**src/rtl/instruction_fetch.sv**
```systemverilog
// ---------------------------------------------------------------------------
// instruction_fetch
//
// Front end of the RV32I minimum core. Owns the program counter. Issues one
// instruction-memory read at a time and presents the fetched word, with its
// PC, to decode/ALU. Takes branch/jump redirects from the ALU. A misaligned
// redirect target latches a sticky fault, and the block then stays idle
// until reset.
//
// Ports
//   clock, reset          single clock; synchronous active-high reset
//   imem_req_valid/ready  fetch request handshake
//   imem_req_addr         fetch byte address (always equals pc)
//   imem_rsp_valid/data   single-cycle read response (no backpressure)
//   instr_valid/ready     instruction handshake toward decode/ALU
//   instruction, pc       fetched word and its address
//   next_pc_valid/next_pc ALU redirect, sampled only in the handshake cycle
//   misaligned_fault      sticky flag for a redirect with next_pc[1:0] != 0
//   fault_pc              offending redirect target
//   retired_count         number of instruction handshakes (wrapping)
// ---------------------------------------------------------------------------
module instruction_fetch #(
    parameter logic [31:0] RESET_PC = 32'h0000_0000
) (
    input  logic        clock,
    input  logic        reset,
    output logic        imem_req_valid,
    input  logic        imem_req_ready,
    output logic [31:0] imem_req_addr,
    input  logic        imem_rsp_valid,
    input  logic [31:0] imem_rsp_data,
    output logic        instr_valid,
    input  logic        instr_ready,
    output logic [31:0] instruction,
    output logic [31:0] pc,
    input  logic        next_pc_valid,
    input  logic [31:0] next_pc,
    output logic        misaligned_fault,
    output logic [31:0] fault_pc,
    output logic [31:0] retired_count
);

    typedef enum logic [1:0] {
        ST_REQ,
        ST_WAIT_RSP,
        ST_HOLD,
        ST_FAULT
    } state_t;

    state_t state;
    state_t state_nxt;
    logic   handshake;
    logic   redirect_bad;

    function automatic logic is_misaligned(input logic [31:0] addr);
        return addr[1:0] != 2'b00;
    endfunction

    // The address is simply the PC. The PC only moves on a handshake, so the
    // address stays stable for as long as the request waits for acceptance.
    assign imem_req_addr = pc;

    always_comb begin
        state_nxt      = state;
        imem_req_valid = 1'b0;
        instr_valid    = 1'b0;
        handshake      = 1'b0;
        redirect_bad   = next_pc_valid && is_misaligned(next_pc);
        case (state)
            ST_REQ: begin
                // Both valids are masked by reset so nothing leaks out while
                // the core is held in reset.
                imem_req_valid = !reset;
                if (imem_req_ready) begin
                    state_nxt = ST_WAIT_RSP;
                end
            end
            ST_WAIT_RSP: begin
                if (imem_rsp_valid) begin
                    state_nxt = ST_HOLD;
                end
            end
            ST_HOLD: begin
                instr_valid = !reset;
                handshake   = instr_valid && instr_ready;
                if (handshake) begin
                    state_nxt = redirect_bad ? ST_FAULT : ST_REQ;
                end
            end
            ST_FAULT: begin
                state_nxt = ST_FAULT;
            end
            default: begin
                state_nxt = ST_REQ;
            end
        endcase
    end

    always_ff @(posedge clock) begin
        if (reset) begin
            state            <= ST_REQ;
            pc               <= RESET_PC;
            instruction      <= 32'h0000_0000;
            retired_count    <= 32'h0000_0000;
            misaligned_fault <= 1'b0;
            fault_pc         <= 32'h0000_0000;
        end else begin
            state <= state_nxt;
            // Responses outside WAIT_RSP are strays and are dropped.
            if (state == ST_WAIT_RSP && imem_rsp_valid) begin
                instruction <= imem_rsp_data;
            end
            if (handshake) begin
                retired_count <= retired_count + 32'd1;
                if (!next_pc_valid) begin
                    pc <= pc + 32'd4;
                end else if (!redirect_bad) begin
                    pc <= next_pc;
                end else begin
                    // pc keeps the faulting instruction's address.
                    fault_pc         <= next_pc;
                    misaligned_fault <= 1'b1;
                end
            end
        end
    end

endmodule

```
**config.mk**
```make
export PLATFORM = sky130hd
export DESIGN_NAME = instruction_fetch
export DESIGN_NICKNAME = d
export VERILOG_FILES = /design/src/rtl/instruction_fetch.sv
export SDC_FILE = /design/constraint.sdc
export NUM_CORES = 1
export LEC_CHECK = 0
export ABC_AREA = 0
export BUFFER_PORTS_ARGS = -buffer_cell sky130_fd_sc_hd__clkbuf_2
export CORE_MARGIN = 10
export CORE_UTILIZATION = 41
export CTS_BUF_LIST = sky130_fd_sc_hd__clkbuf_8
export CTS_CLUSTER_DIAMETER = 60
export DETAILED_ROUTE_END_ITERATION = 8
export PLACE_DENSITY_LB_ADDON = 0.05
export SYNTH_ARGS = -nofsm -noshare
export SYNTH_HDL_FRONTEND = slang
export SYNTH_SLANG_ARGS = --single-unit
```
**constraint.sdc**
```tcl
create_clock -name clock -period 4.5 [get_ports clock]
set_clock_uncertainty 0.2 [all_clocks]
set_input_delay 0.45 -clock clock [delete_from_list [all_inputs] [get_ports clock]]
set_output_delay 0.45 -clock clock [all_outputs]
set_load 0.05 [all_outputs]
```
==> Yosys cells after proc, flatten, opt, wreduce, memory -nomap -nowiden <==
Index checks and enable logic that the tools add are counted.
{ "totals": {"out_inout_bits": 163, "regBits": 131, "input_bits": 70} }
{ "op_classes": {"addsub": 2, "n_mux": 10, "eq_ne": 7, "reduce_logical": 9} }
{ "op_table": {"columns": ["op", "n"], "rows": [
  ["2-to-1 mux 32 bit", 2],
  ["adder 32 x 1 -> 32 bit (second input constant)", 1],
  ["adder 32 x 3 -> 32 bit (second input constant)", 1],
  ["2-to-1 mux 2 bit", 4],
  ["!= test 2 bit (second input constant)", 4],
  ["case mux 2 bit (4 select lines)", 1],
  ["AND reduction 3 bit", 2],
  ["equality test 2 bit (second input constant)", 2],
  ["logical AND 1 bit", 3],
  ["2-to-1 mux 1 bit", 3],
  ["equality test 2 x 1 -> 1 bit (second input constant)", 1],
  ["zero test 2 bit", 1],
  ["AND reduction 2 bit", 1],
  ["nonzero test 2 bit", 1],
  ["zero test 1 bit", 1]
]} }

==> Depth between registers and ports, before layout <==
{ "depth": {"word_depth": 5, "mapped_depth": 7, "depth_no_buf": 6} }

==> Least setup slack after synthesis <==
No wires, ideal clock.
{ "synth_timing": {"path_kind": "input-to-output", "start": "input reset", "end": "output instr_valid", "slack_ps": 1865, "required_time_ps": 3850, "arrival_ps": 1985, "stages": 3, "n_path_buf": 2, "path_cell_list": "clkbuf_1 > clkbuf_1 > nor3b_1"} }
{ "synth_between": {"elab_chain_len": 2} }
{ "synth_rtl": {"columns": ["item", "line_no", "source"], "rows": [
  ["start: declaration", "26", "input logic reset,"],
  ["zero test 1 bit", "84", "instr_valid = !reset;"],
  ["2-to-1 mux 1 bit", "69", "case (state)"],
  ["end: declaration", "32", "output logic instr_valid,"]
]} }
Every way passes these cells.

==> Worst setup path in the final report <==
{ "layout_timing": {"start": "register state[1]", "end": "register retired_count[25]"} }
{ "layout_between": {"elab_chain_len": 2} }
{ "layout_rtl": {"columns": ["item", "line_no", "source"], "rows": [
  ["start: declaration", "50", "state_t state;"],
  ["start signal: assignment", "108", "state <= state_nxt;"],
  ["equality test 2 bit", "69", null],
  ["2-to-1 mux 1 bit", "69", null],
  ["end signal: assignment", "114", "retired_count <= retired_count + 32'd1;"],
  ["end: declaration", "40", "output logic [31:0] retired_count"]
]} }
Every way passes these cells.
A chain may end at the register's enable or synchronous reset.

==> flow_summary.yaml <==
synthesis:
  syn-cell-area_um2: 6110
  synthArstFlopShare: 0
  yosysTopAreaCell: "dfxtp_1"
  synth_area_per_cell_um2: 7.94
  synth_enable_flop_cells: 0
  yosys_register_bits: 131
  synth_flop_cell: "dfxtp_1"
  yosysMostFrequentCell: "nand2_1"
  ys_seq_area_frac: 0.429
  synthTopCellsByArea: "dfxtp_1 (43%), nand2_1 (10%), a21oi_1 (7.3%)"
  synth_commonest_cells: "nand2_1 (167), dfxtp_1 (131), a21oi_1 (89), nor2_1 (59), clkbuf_1 (36)"
  ys_types: 59
  ys.warnings.count: 0
  syn_nets: 842
  synth_top_area_frac: 0.429
  syn_inst: 770
global_route:
  grt_pass1_vias: 6089
  grt_usage: 0.196
  grt_antenna_before_repair: 0
  overflow: 0
  grt_max_degree: 85
  grt_pass1_wl_mm: 32.1
clocking:
  htree_num_levels: 4
  path_clk_slew_ps: 70
  cts_sinks: 131
  cts_buffers: 17
  cts_root_buf: "clkbuf_8"
  cts_tree: "done"
  cts_buffer_depth: 2
  clk_latency_ps: 460
detailed_routing:
  remaining_drc_errors: 0
  vias_per_cell: 5.26
  totalWireLength_mm: 20.4
  wl_per_cell_um: 17.4
  drtPass1Iterations: 5
  route.vias.total: 6186
  antenna_left: 0
  drt_iter0_markers: 345
timing:
  setup_violations: 0
  min_period_over_period: 0.602
  fin_crit_ps: 2710
  max-slew-margin-rel: 0.206
  setup_tns_ps: 0
  finalHoldViolations: 0
  drv_slew: 0
  worst_slack_ps: 1790
  fmax_mhz: 369
  worst_slew_pin_slew_ps: 1190
  rsz0062_at_grt: "no"
worst_setup_path:
  cp_slowest_stage_delay_ps: 690
  r2r-start: "state[1]"
  r2r-end: "retired_count[25]"
  path_cells: "nand4bb_1, nor4_4, nand2_1, or4_1, nand2_1"
  reg2reg_slack_ps: 1790
  path_delay_family: "simple AND/OR/NAND/NOR gates"
  crit_required_ps: 4700
  crit_type: "register to register"
  ff2ff_path_depth: 5
  cp.buffers_inverters: 0
  cp_slowest_cell: "nor4_4"
  worstSetupStartpointType: "register"
  cp_max_fo: 11
  critPathCaptureType: "register"
  crit_top_cell: "nand2_1"
  critical_path_depth: 5
  cp_data_arrival_time_ps: 2910
floorplanning:
  rows: 44
  die_y_um: 142
  coreArea_um2: 14600
  ios: 233
  initial_utilization: 0.419
  dieArea_um2: 20200
  dieWidth_um: 142
run_status:
  status: "finished clean"
power_and_ir_drop:
  power_density_nw_per_um2: 316
  total_power_mw: 2.46
  p_leak_nw: 3.22
  vdd_drop_max_uv: 192
final_layout:
  area_delta_synth_final_pct: 27.6
  final_core_util: 0.534
  nFillCells: 1387
  diodes: 0
  drive_gt1_frac: 0.293
  finalNetCount: 1050
  final_cells: 1175
  seq_area_um2: 2620
  multi_input_comb_area_um2: 3040
min_path:
  hp-class: "primary input to register"
  hold_depth: 3
  hold_end: "instruction[20]"
  hold_start: "imem_rsp_data[20]"
placement:
  dp_hpwl_mm: 14.7
  io_buffers: 232
  gp_congestion: 0.809
  dpl.cell_count: 1113
  pre_cts_ws_ps: 1350
job:
  cap_viol_max_count: 0
==> layer usage <==
metal,share of wire,GRT usage
met5,0,0
met4,0.0093,0.0554
met3,0.12,0.104
met2,0.45,0.304
met1,0.42,0.230
==> how the worst max path moves through the flow <==
stage / from / endpoint
6_report: state[1] / retired_count[25]
5_1_grt: state[1] / retired_count[25]
4_1_cts: state[1] / retired_count[25]
3_5_place_dp: reset / retired_count[25]
3_3_place_gp: reset / retired_count[29]
2_1_floorplan: reset / instr_valid
==> through the flow <==
stage                     hold slack, ps  cell area (um^2)
after floorplan                      329              6110
after global placement               241              7110
after detailed placement             248              7110
after CTS                          0.192              7800
after global routing                3.01              7800
final                               18.7              7800
==> registers in the layout, summed over array words and instances, names as in the netlist <==
| signal | flops |
|---|---|
| instruction | 32 |
| state | 2 |
| misaligned_fault | 1 |
| retired_count | 32 |
| imem_req_addr | 32 |
| fault_pc | 32 |
==> cell families after synthesis <==
logic type      Yosys count  synth area share
compound gates          168             0.158
xor+xnor                 19            0.0272
fa+ha+maj                 2           0.00409
buf+inv                  83            0.0772
flops                   131             0.429
mux                      11            0.0184
simple gates            356             0.286
==> cells in the final DEF, fill, tap and decap left out, types with 9 or more instances in the layout <==
| cell | Yosys | routed |
|---|---|---|
| o22ai_1 | 10 | 10 |
| o21ai_0 | 12 | 12 |
| mux2i_1 | 9 | 9 |
| xor2_1 | 11 | 11 |
| nand4_1 | 21 | 21 |
| clkbuf_2 | 0 | 231 |
| o21ai_1 | 19 | 19 |
| a21oi_1 | 89 | 89 |
| nand2_1 | 167 | 167 |
| nand3_1 | 26 | 26 |
| nor2_1 | 59 | 57 |
| dlygate4sd3_1 | 0 | 30 |
| clkbuf_8 | 0 | 18 |
| or2_2 | 9 | 9 |
| nand3b_1 | 10 | 10 |
| dfxtp_1 | 131 | 131 |
==> report_power, final <==
part | internal, mW | switching (mW)
clock network | 0.501 | 0.487
logic | 0.0864 | 0.190
registers | 1.18 | 0.0189
total | 1.77 | 0.696
==> area by class of cell <==
cell class,instances,area share
clock buffers,18,0.0318
clock inverters,14,0.0178
inverters,5,0.00241
multi-input cells,556,0.390
flip-flops and latches,131,0.336
well taps,184,0.0295
repair buffers,267,0.193
==> worst reg2reg max path: stages, from the launching register on <==
cell       delay [ps]
dfxtp_1           470
nand4bb_1         570
nor4_4            690
nand2_1           210
or4_1             430
nand2_1            80
==> repair_timing <==
action                                 in CTS  in global routing
setup buffers                               0                  0
hold buffers                               30                  0
resized for setup                           0                  0
endpoints found under the hold margin      30                  0
No activity file was read; power rests on OpenSTA's default activity.
